## src/rtl/mm_pg_ctrl.sv

```systemverilog
// mm_pg_ctrl: power-gating sequencer (OFF/WAKE/ON/IDLE) for two matching-memory units.
// Define MM_PG_AUTO_SLEEP_EN to enable the IDLE state and the auto-sleep counters.
module mm_pg_ctrl #(
    parameter int WAKE_CYC  = 4,
    parameter int SLEEP_CYC = 16
) (
    input  logic clk,
    input  logic rst,
    input  logic tok_vld,
    input  logic next_mmu1_w,
    input  logic mmu0_mm_empty,
    input  logic mmu1_mm_empty,
    input  logic mm16,
    output logic pg_mmu0,
    output logic pg_mmu1,
    output logic tok_stall
);

`ifdef MM_PG_AUTO_SLEEP_EN
    typedef enum logic [1:0] {OFF, WAKE, ON, IDLE} state_t;
`else
    typedef enum logic [1:0] {OFF, WAKE, ON} state_t;
`endif

    localparam logic [4:0] WAKE_LD = 5'(WAKE_CYC - 1);

    state_t     state       [2];
    state_t     state_nx    [2];
    logic [4:0] wake_cnt    [2];
    logic [4:0] wake_cnt_nx [2];
    logic [1:0] req;
    logic [1:0] empty;
    logic [1:0] rdy;
    logic [1:0] pg;
    logic       tgt1;

    assign tgt1  = next_mmu1_w & ~mm16;
    assign req   = {tok_vld & tgt1, tok_vld};
    assign empty = {mmu1_mm_empty, mmu0_mm_empty};

`ifdef MM_PG_AUTO_SLEEP_EN
    localparam logic [4:0] SLEEP_LD = 5'(SLEEP_CYC - 1);

    logic [4:0] sleep_cnt    [2];
    logic [4:0] sleep_cnt_nx [2];

    assign rdy[0] = (state[0] == ON) || (state[0] == IDLE);
    assign rdy[1] = (state[1] == ON) || (state[1] == IDLE);
`else
    logic unused_empty;

    assign unused_empty = &{empty, SLEEP_CYC[0]};
    assign rdy[0]       = (state[0] == ON);
    assign rdy[1]       = (state[1] == ON);
`endif

    always_comb begin
        for (int n = 0; n < 2; n++) begin
            state_nx[n[0]]    = state[n[0]];
            wake_cnt_nx[n[0]] = wake_cnt[n[0]];
`ifdef MM_PG_AUTO_SLEEP_EN
            sleep_cnt_nx[n[0]] = sleep_cnt[n[0]];
`endif
            case (state[n[0]])
                OFF: begin
                    // unit 1 may only power up behind a fully-on unit 0
                    if (req[n[0]] && (n == 0 || state[0] == ON)) begin
                        state_nx[n[0]]    = WAKE;
                        wake_cnt_nx[n[0]] = WAKE_LD;
                    end
                end
                WAKE: begin
                    if (wake_cnt[n[0]] == 5'd0) begin
                        state_nx[n[0]] = ON;
                    end else begin
                        wake_cnt_nx[n[0]] = wake_cnt[n[0]] - 5'd1;
                    end
                end
`ifdef MM_PG_AUTO_SLEEP_EN
                ON: begin
                    if (empty[n[0]] && !req[n[0]] &&
                        (n == 1 || state[1] == OFF)) begin
                        state_nx[n[0]]     = IDLE;
                        sleep_cnt_nx[n[0]] = SLEEP_LD;
                    end
                end
                IDLE: begin
                    // fresh demand wins over an expiring sleep count
                    if (req[n[0]] || !empty[n[0]]) begin
                        state_nx[n[0]] = ON;
                    end else if (sleep_cnt[n[0]] == 5'd0) begin
                        state_nx[n[0]] = OFF;
                    end else begin
                        sleep_cnt_nx[n[0]] = sleep_cnt[n[0]] - 5'd1;
                    end
                end
`endif
                default: ;
            endcase
        end
        if (mm16 && state[1] != OFF) begin
            state_nx[1] = OFF;
        end
    end

    always_ff @(posedge clk or posedge rst) begin
        if (rst) begin
            state[0]    <= OFF;
            state[1]    <= OFF;
            wake_cnt[0] <= 5'd0;
            wake_cnt[1] <= 5'd0;
            pg          <= 2'b00;
        end else begin
            state[0]    <= state_nx[0];
            state[1]    <= state_nx[1];
            wake_cnt[0] <= wake_cnt_nx[0];
            wake_cnt[1] <= wake_cnt_nx[1];
            pg          <= {state_nx[1] != OFF, state_nx[0] != OFF};
        end
    end

`ifdef MM_PG_AUTO_SLEEP_EN
    always_ff @(posedge clk or posedge rst) begin
        if (rst) begin
            sleep_cnt[0] <= 5'd0;
            sleep_cnt[1] <= 5'd0;
        end else begin
            sleep_cnt[0] <= sleep_cnt_nx[0];
            sleep_cnt[1] <= sleep_cnt_nx[1];
        end
    end
`endif

    assign pg_mmu0   = pg[0];
    assign pg_mmu1   = pg[1];
    assign tok_stall = tok_vld & (~rdy[0] | (tgt1 & ~rdy[1]));

endmodule

```

## config.mk

```make
export PLATFORM = sky130hd
export DESIGN_NAME = mm_pg_ctrl
export DESIGN_NICKNAME = d
export VERILOG_FILES = /design/src/rtl/mm_pg_ctrl.sv
export SDC_FILE = /design/constraint.sdc
export NUM_CORES = 1
export LEC_CHECK = 0
export CORE_MARGIN = 5
export CORE_UTILIZATION = 45
export DETAILED_ROUTE_END_ITERATION = 6
export PLACE_DENSITY = 0.66
export SYNTH_ARGS = -nofsm -noshare
export SYNTH_HDL_FRONTEND = slang
export SYNTH_SLANG_ARGS = --single-unit
```

## constraint.sdc

```tcl
create_clock -name clk -period 2.2 [get_ports clk]
set_input_delay 0.44 -clock clk [delete_from_list [all_inputs] [get_ports clk]]
set_output_delay 0.44 -clock clk [all_outputs]
set_load 0.01 [all_outputs]
```

* Word level (Yosys, flattened, before mapping)
Index checks and enable logic that the tools add are counted.
** Word-level totals
- Logic and storage cells :: 49
- Bits in registers :: 16
** Operators by class
- $add $sub $neg :: 2
- Equality and inequality tests :: 8
- Mux-type cells :: 13
- Bitwise logic cells :: 8
- Reductions and logical operators :: 13
** Operator list (count)
- two-way mux 5 bit :: 4
- case mux 5 bit (2 select lines) :: 2
- logical NOT 5 bit :: 2
- two-way mux 2 bit :: 5
- nonzero test 2 bit :: 5
- subtractor 5 x 1 -> 5 bit (second input constant) :: 2
- != test 2 bit (second input constant) :: 4
- case mux 2 bit (2 select lines) :: 2
- AND reduction 3 bit :: 2
- bitwise AND 1 bit :: 4
- equality test 2 x 1 -> 1 bit (second input constant) :: 2
- equality test 2 bit (second input constant) :: 2
- logical NOT 2 bit :: 2
- inverter 1 bit :: 3
- logical AND 1 bit :: 2
- bitwise OR 1 bit :: 1

* Longest topological paths before layout
Gate-level depths: netlist of the first run.
- Depth in word-level cells :: 8
- Mapped depth :: 5
- Gate-level depth less buffers :: 5

* Least setup slack after synthesis of the first run
Ideal clock, no wire load.
- Kind :: flip-flop to output port
- Start point :: register state[1] (netlist name)
- End point :: output tok_stall
- Stages on the path, launching flop included :: 5
- Data arrival time :: 0.984 ns
- Required time :: 1.760 ns
- Slack :: 0.776 ns
- Buffers on the path :: 1
- Path through :: dfrtp_1 buf_2 inv_1 o211a_1 o31a_1
** On the way
- Longest elaborated chain between the ends :: 5
** RTL lines
- start, declared :: line 27 : state_t state [2];
- equality test 2 bit :: line 54 : assign rdy[1] = (state[1] == ON);
- inverter 1 bit :: line 136 : assign tok_stall = tok_vld & (~rdy[0] | (tgt1 & ~rdy[1]));
- bitwise AND 1 bit :: line 136
- bitwise OR 1 bit :: line 136
- bitwise AND 1 bit :: line 136
- end, declared :: line 16 : output logic tok_stall
No other way between the ends.

* Final worst setup path of the first run
- Start point :: input mm16
- End point :: output tok_stall
** On the way
- Longest elaborated chain between the ends :: 5
** RTL lines
- start, declared :: line 13 : input logic mm16,
- inverter 1 bit :: line 37 : assign tgt1 = next_mmu1_w & ~mm16;
- bitwise AND 1 bit :: line 37
- bitwise AND 1 bit :: line 136
- bitwise OR 1 bit :: line 136
- bitwise AND 1 bit :: line 136
No other way between the ends.

==> flow_summary.json, run 1 <==
{
  "reg2reg_slack_ns": 0.58,
  "antenna_found_initial": 0,
  "max_cap_viol_count": 0,
  "utilization": 0.550,
  "worstMarginPinSlew_ns": 0.611,
  "cp-startpoint": "mm16",
  "grt_max_degree": 17,
  "rows": 16,
  "regArea_um2": 400,
  "drc": 0,
  "area_growth_pct": 19.3,
  "clk-insertion-delay-late_ns": 0.29,
  "cp.arrival_ns": 1.59,
  "place_ws_ns": -0.0239,
  "r2r_start": "wake_cnt[5]",
  "dp.cells": 124,
  "die_area_mm2": 0.00296,
  "setup_slack_ns": 0.170,
  "ys_ff_latch": 16,
  "fin_cells": 128,
  "skew_ns": 0.00620,
  "r2r_cells": 5,
  "run_status": "complete, no violations",
  "r2r-end": "wake_cnt[7]",
  "yosys_warnings": 0,
  "cts_tree": "yes",
  "cp-end-kind": "primary output",
  "relSlewSlack": 0.592,
  "synth_edf_count": 0,
  "grt-ovfl-total": 0,
  "vias_per_cell": 5.38,
  "initial_core_util": 0.461,
  "ant_nets": 0,
  "hold_violations": 0,
  "grt_pass1_wl_mm": 2.86,
  "layout_commonest_cell": "dfrtp_1",
  "dominantRegCellSynth": "dfrtp_1",
  "fill_cells": 181,
  "track_usage": 0.138,
  "wirelength_mm": 1.66,
  "root_buffer": "clkbuf_4",
  "core_mm2": 0.00192,
  "die_h_um": 54.4,
  "boundaryPins": 10,
  "finalMaxSlewViolations": 0,
  "diodes": 0,
  "worstSetupPathType": "in2out",
  "cp-start-kind": "input port",
  "num_vias": 689,
  "path_clk_slew_ns": 0.10,
  "layout_common_cells": "dfrtp_1, inv_1, nand2b_1, clkdlybuf4s50_1, buf_4",
  "avgSynthCellArea_um2": 10.2,
  "irDropWorstVdd_mv": 0.580,
  "clock_path_buffers": 2,
  "crit_fanout": 2,
  "cp_data_required_time_ns": 1.76,
  "min_period_over_period": 0.923,
  "drtPass1Iterations": 4,
  "async_reset_ff_frac": 1.00,
  "die_x_um": 54.4,
  "hpwl_mm": 1.20,
  "holdWs_ns": 0.511,
  "setup_viol": 0,
  "drtIter0Drc": 19,
  "cts_setup_buffers": 0,
  "post-route-min-period_ns": 2.03,
  "grt_pass1_vias": 625,
  "htree_levels": 1,
  "rsz0062_at_grt": "false",
  "cts.sinks": 16,
  "place.gp.congestion": 0.795,
  "p_leak_nw": 0.481,
  "clock.fmax_mhz": 493,
  "numPortBuffers": 7,
  "num-nets-final": 111,
  "netlist_area_um2": 886,
  "cts_made_buffers": 3,
  "power.total_mw": 1.00,
  "drive_above_1_share": 0.139,
  "post_drt_wl_per_cell_um": 13.0,
  "ys_seq_area_frac": 0.452,
  "multi_input_comb_area_um2": 428,
  "cellPowerDensity_mw_per_mm2": 946,
  "netlist_instances": 87,
  "synth.distinct_cells": 36,
  "endpoint": "tok_stall",
  "synth_nets": 96,
  "hold_path_class": "in2async"
}
cell families after synthesis:
kind of cell | Yosys count | share of synthesized area
flops | 16 | 0.452
buf+inv | 15 | 0.0650
mux | 2 | 0.0226
fa+ha+maj | 2 | 0.0282
compound gates | 28 | 0.234
simple gates | 24 | 0.198
critical path, stage by stage:
cell             delay, ns
clkdlybuf4s50_1       0.48
inv_1                 0.05
o211a_1               0.12
o31a_1                0.22
dlygate4sd2_1         0.28
flip-flops by register name, summed over array words and instances (netlist names):
| name | count |
|---|---|
| pg | 2 |
| state | 4 |
| wake_cnt | 10 |
how the worst min path moves through the flow:
stage,endpoint,cells past startpoint
2_1_floorplan,pg[0],1
3_3_place_gp,wake_cnt[9],1
3_5_place_dp,wake_cnt[9],1
4_1_cts,wake_cnt[3],2
5_1_grt,wake_cnt[5],2
6_report,wake_cnt[2],2
Yosys cell counts (all sizes together), types with 2 or more instances:
cell type	number	area (um^2)
o22ai	3	18.8
ha	2	25.0
a21oi	4	20.0
o31ai	2	15.0
nor2	4	15.0
o31a	2	17.5
a31oi	4	25.0
inv	12	45.0
nor4b	3	47.5
nand2b	6	37.5
dfrtp	16	400
mux2i	2	20.0
a22oi	2	15.0
or3	2	12.5
clkbuf	2	7.51
o21a	2	15.0
nand2	2	7.51
report_power, final:
group | internal (mW) | switching (mW) | total, mW | leakage (nW)
combinational | 0.171 | 0.176 | 0.347 | 0.276
sequential | 0.371 | 0.0853 | 0.457 | 0.185
clock | 0.101 | 0.0958 | 0.197 | 0.0210
routing by layer:
| layer | vias to the layer above | global-route usage | part of all wire |
|---|---|---|---|
| met3 | 2 | 0.0354 | 0.033 |
| met4 | 0 | 0.0622 | 0.0072 |
| met5 | - | 0 | 0 |
| met1 | 325 | 0.195 | 0.51 |
| met2 | 10 | 0.197 | 0.45 |
| li1 | 352 | - | - |
per-stage QoR:
stage	area, um^2	setup TNS (ns)
floorplan	886	0
global placement	1020	-0.0370
detailed placement	1020	-0.0239
CTS	1060	0
global route	1060	0
finish	1060	0
layout make-up:
cell class | instances | area share
multi-input combinational | 56 | 0.405
sequential | 16 | 0.379
timing repair buffer | 13 | 0.108
inverter | 12 | 0.0426
clock buffer | 4 | 0.0343
tap | 27 | 0.0320
repair_timing:
action / 4_1_cts / 5_1_grt
endpoints found under the setup margin: 1 / 0
resized for setup: 1 / 0
hold buffers: 0 / 0
Power figures use the tool's default switching activity.
==> run 2: changes to the inputs <==
CORE_UTILIZATION = 49   (was 45)
PLACE_DENSITY = 0.77   (was 0.66)
==> run 2 against run 1 <==
Worst setup slack worse by 0.018 ns. Sequential share of layout area is 0.090 points higher. Flip-flop and latch count stayed put.
==> flow_summary.json, run 2 (same netlist as run 1, synthesis figures left out) <==
{
  "run_status": "complete, no violations",
  "r2r-end": "wake_cnt[0]",
  "initial_core_util": 0.513,
  "grt_max_degree": 17,
  "cp.arrival_ns": 1.61,
  "die_area_mm2": 0.00276,
  "drtPass1Iterations": 4,
  "r2r_start": "wake_cnt[0]",
  "relSlewSlack": 0.587,
  "cpPeakStageDelay_ns": 0.50,
  "postCtsResizedCells": 1,
  "hold_path_class": "in2async",
  "antenna_found_initial": 0,
  "skew_ns": 0.00191,
  "reg2reg_slack_ns": 0.57,
  "clock.fmax_mhz": 488,
  "clk-insertion-delay-late_ns": 0.28,
  "num_vias": 717,
  "top_register": "wake_cnt",
  "wl_met1_um": 823,
  "p_int_mw": 0.643,
  "power.total_mw": 0.992,
  "core_mm2": 0.00173,
  "place.gp.congestion": 0.840,
  "power.share.clock": 0.189,
  "drc": 0,
  "grt_pass1_wl_mm": 3.02,
  "crit_family": "buffers and inverters",
  "rows": 15,
  "utilization": 0.611,
  "cts_setup_buffers": 0,
  "setup_viol": 0,
  "clock_path_buffers": 2,
  "cellPowerDensity_mw_per_mm2": 940,
  "cts_tree": "yes",
  "p_sw_mw": 0.349,
  "ant_nets": 0,
  "dp.cells": 122,
  "p_leak_nw": 0.481,
  "hold_violations": 0,
  "numPortBuffers": 7,
  "post_drt_wl_per_cell_um": 13.3,
  "path_clk_slew_ns": 0.09,
  "die_h_um": 52.5,
  "highest_layer": "met4",
  "track_usage": 0.152,
  "largest_register_ffs": 10,
  "hold_buffers": 0,
  "diodes": 0,
  "fin_cells": 126,
  "crit_fanout": 2,
  "max_cap_viol_count": 0,
  "worstPathBufferInverterCount": 3,
  "boundaryPins": 10,
  "vias_per_cell": 5.69,
  "wl_met3_um": 45,
  "layout_common_cells": "dfrtp_1, inv_1, nand2b_1, clkdlybuf4s50_1, buf_4",
  "biggestRegsByFlops": "wake_cnt x10, state x4, pg x2",
  "min_period_over_period": 0.931,
  "finalMaxSlewViolations": 0,
  "holdWs_ns": 0.525,
  "hpwl_mm": 1.23,
  "cp-startpoint": "mm16",
  "place_ws_ns": -0.0174,
  "drive_above_1_share": 0.139,
  "tns_ns": 0,
  "cts.sinks": 16,
  "cts_made_buffers": 3,
  "power_frac_seq": 0.464,
  "grt_pass1_vias": 711,
  "grt-ovfl-total": 0,
  "rsz0062_at_grt": "false",
  "worstSetupPathType": "in2out",
  "worstMarginPinSlew_ns": 0.618,
  "area_growth_pct": 19.1,
  "p_sw_frac": 0.352,
  "cp-end-kind": "primary output",
  "r2r_cells": 5,
  "die_x_um": 52.5,
  "route.met2.wl_um": 762,
  "htree_levels": 1,
  "layout_commonest_cell": "dfrtp_1",
  "worst-path-stages": 5,
  "drtIter0Drc": 11,
  "cp-start-kind": "input port",
  "endpoint": "tok_stall",
  "num-nets-final": 111,
  "crit_chain": "clkdlybuf4s50_1 -> inv_1 -> o211a_1 -> o31a_1 -> dlygate4sd2_1",
  "irDropWorstVdd_mv": 0.825,
  "cp_data_required_time_ns": 1.76,
  "postLayoutCellArea_mm2": 0.00105,
  "post-route-min-period_ns": 2.05,
  "placed_cell_area_mm2": 0.00102,
  "slowest_stage": "clkdlybuf4s50_1",
  "combinationalPowerShare": 0.348,
  "root_buffer": "clkbuf_4",
  "wirelength_mm": 1.67,
  "setup_slack_ns": 0.152
}
-- run 2: area by class of cell --
type / instances / area (um^2)
Tap cell: 25 / 31.3
Clock buffer: 4 / 36.3
Fill cell: 154 / 672
Inverter: 12 / 45.0
Sequential cell: 16 / 400
Timing Repair Buffer: 13 / 114
Multi-Input combinational cell: 56 / 428
-- run 2: how the worst min path moves through the flow --
stage / from / to / slack (ns) / cells past startpoint
after floorplan: rst / pg[0] / 0.35 / 1
after global placement: wake_cnt[9] / wake_cnt[9] / 0.52 / 1
after detailed placement: wake_cnt[9] / wake_cnt[9] / 0.53 / 1
after CTS: rst / wake_cnt[2] / 0.54 / 2
after global routing: rst / wake_cnt[6] / 0.57 / 2
final: rst / wake_cnt[6] / 0.53 / 2
-- run 2: per-layer routing --
| metal | up-vias | global-route usage |
|---|---|---|
| met5 | - | 0 |
| met4 | 0 | 0.0979 |
| met3 | 5 | 0.0313 |
| met2 | 10 | 0.223 |
| met1 | 351 | 0.200 |
| li1 | 351 | - |
-- run 2: worst register-to-register path, delay by kind of cell, from the launching register on --
family,cells,cell delay (ns)
AO/OA/AOI/OAI,1,0.10
AND/OR/NAND/NOR,1,0.42
multiplexers,1,0.25
flip-flops,1,0.42
buffers and inverters,1,0.09
adder cells (fa/ha/maj),1,0.23
-- run 2: power groups by stage --
stage                     Sequential, mW  Clock [mW]  Combinational (mW)
after floorplan                    0.447           0               0.272
after detailed placement           0.466           0               0.347
final                              0.460       0.187               0.345
after CTS                          0.460       0.195               0.347
after global routing               0.475       0.214               0.406
after global placement             0.460           0               0.334
==> run 3: changes to the inputs <==
ABC_AREA = 0   (was unset)
==> results of run 3 <==
No change in the layout: final DEF, timing and power equal those of run 2.
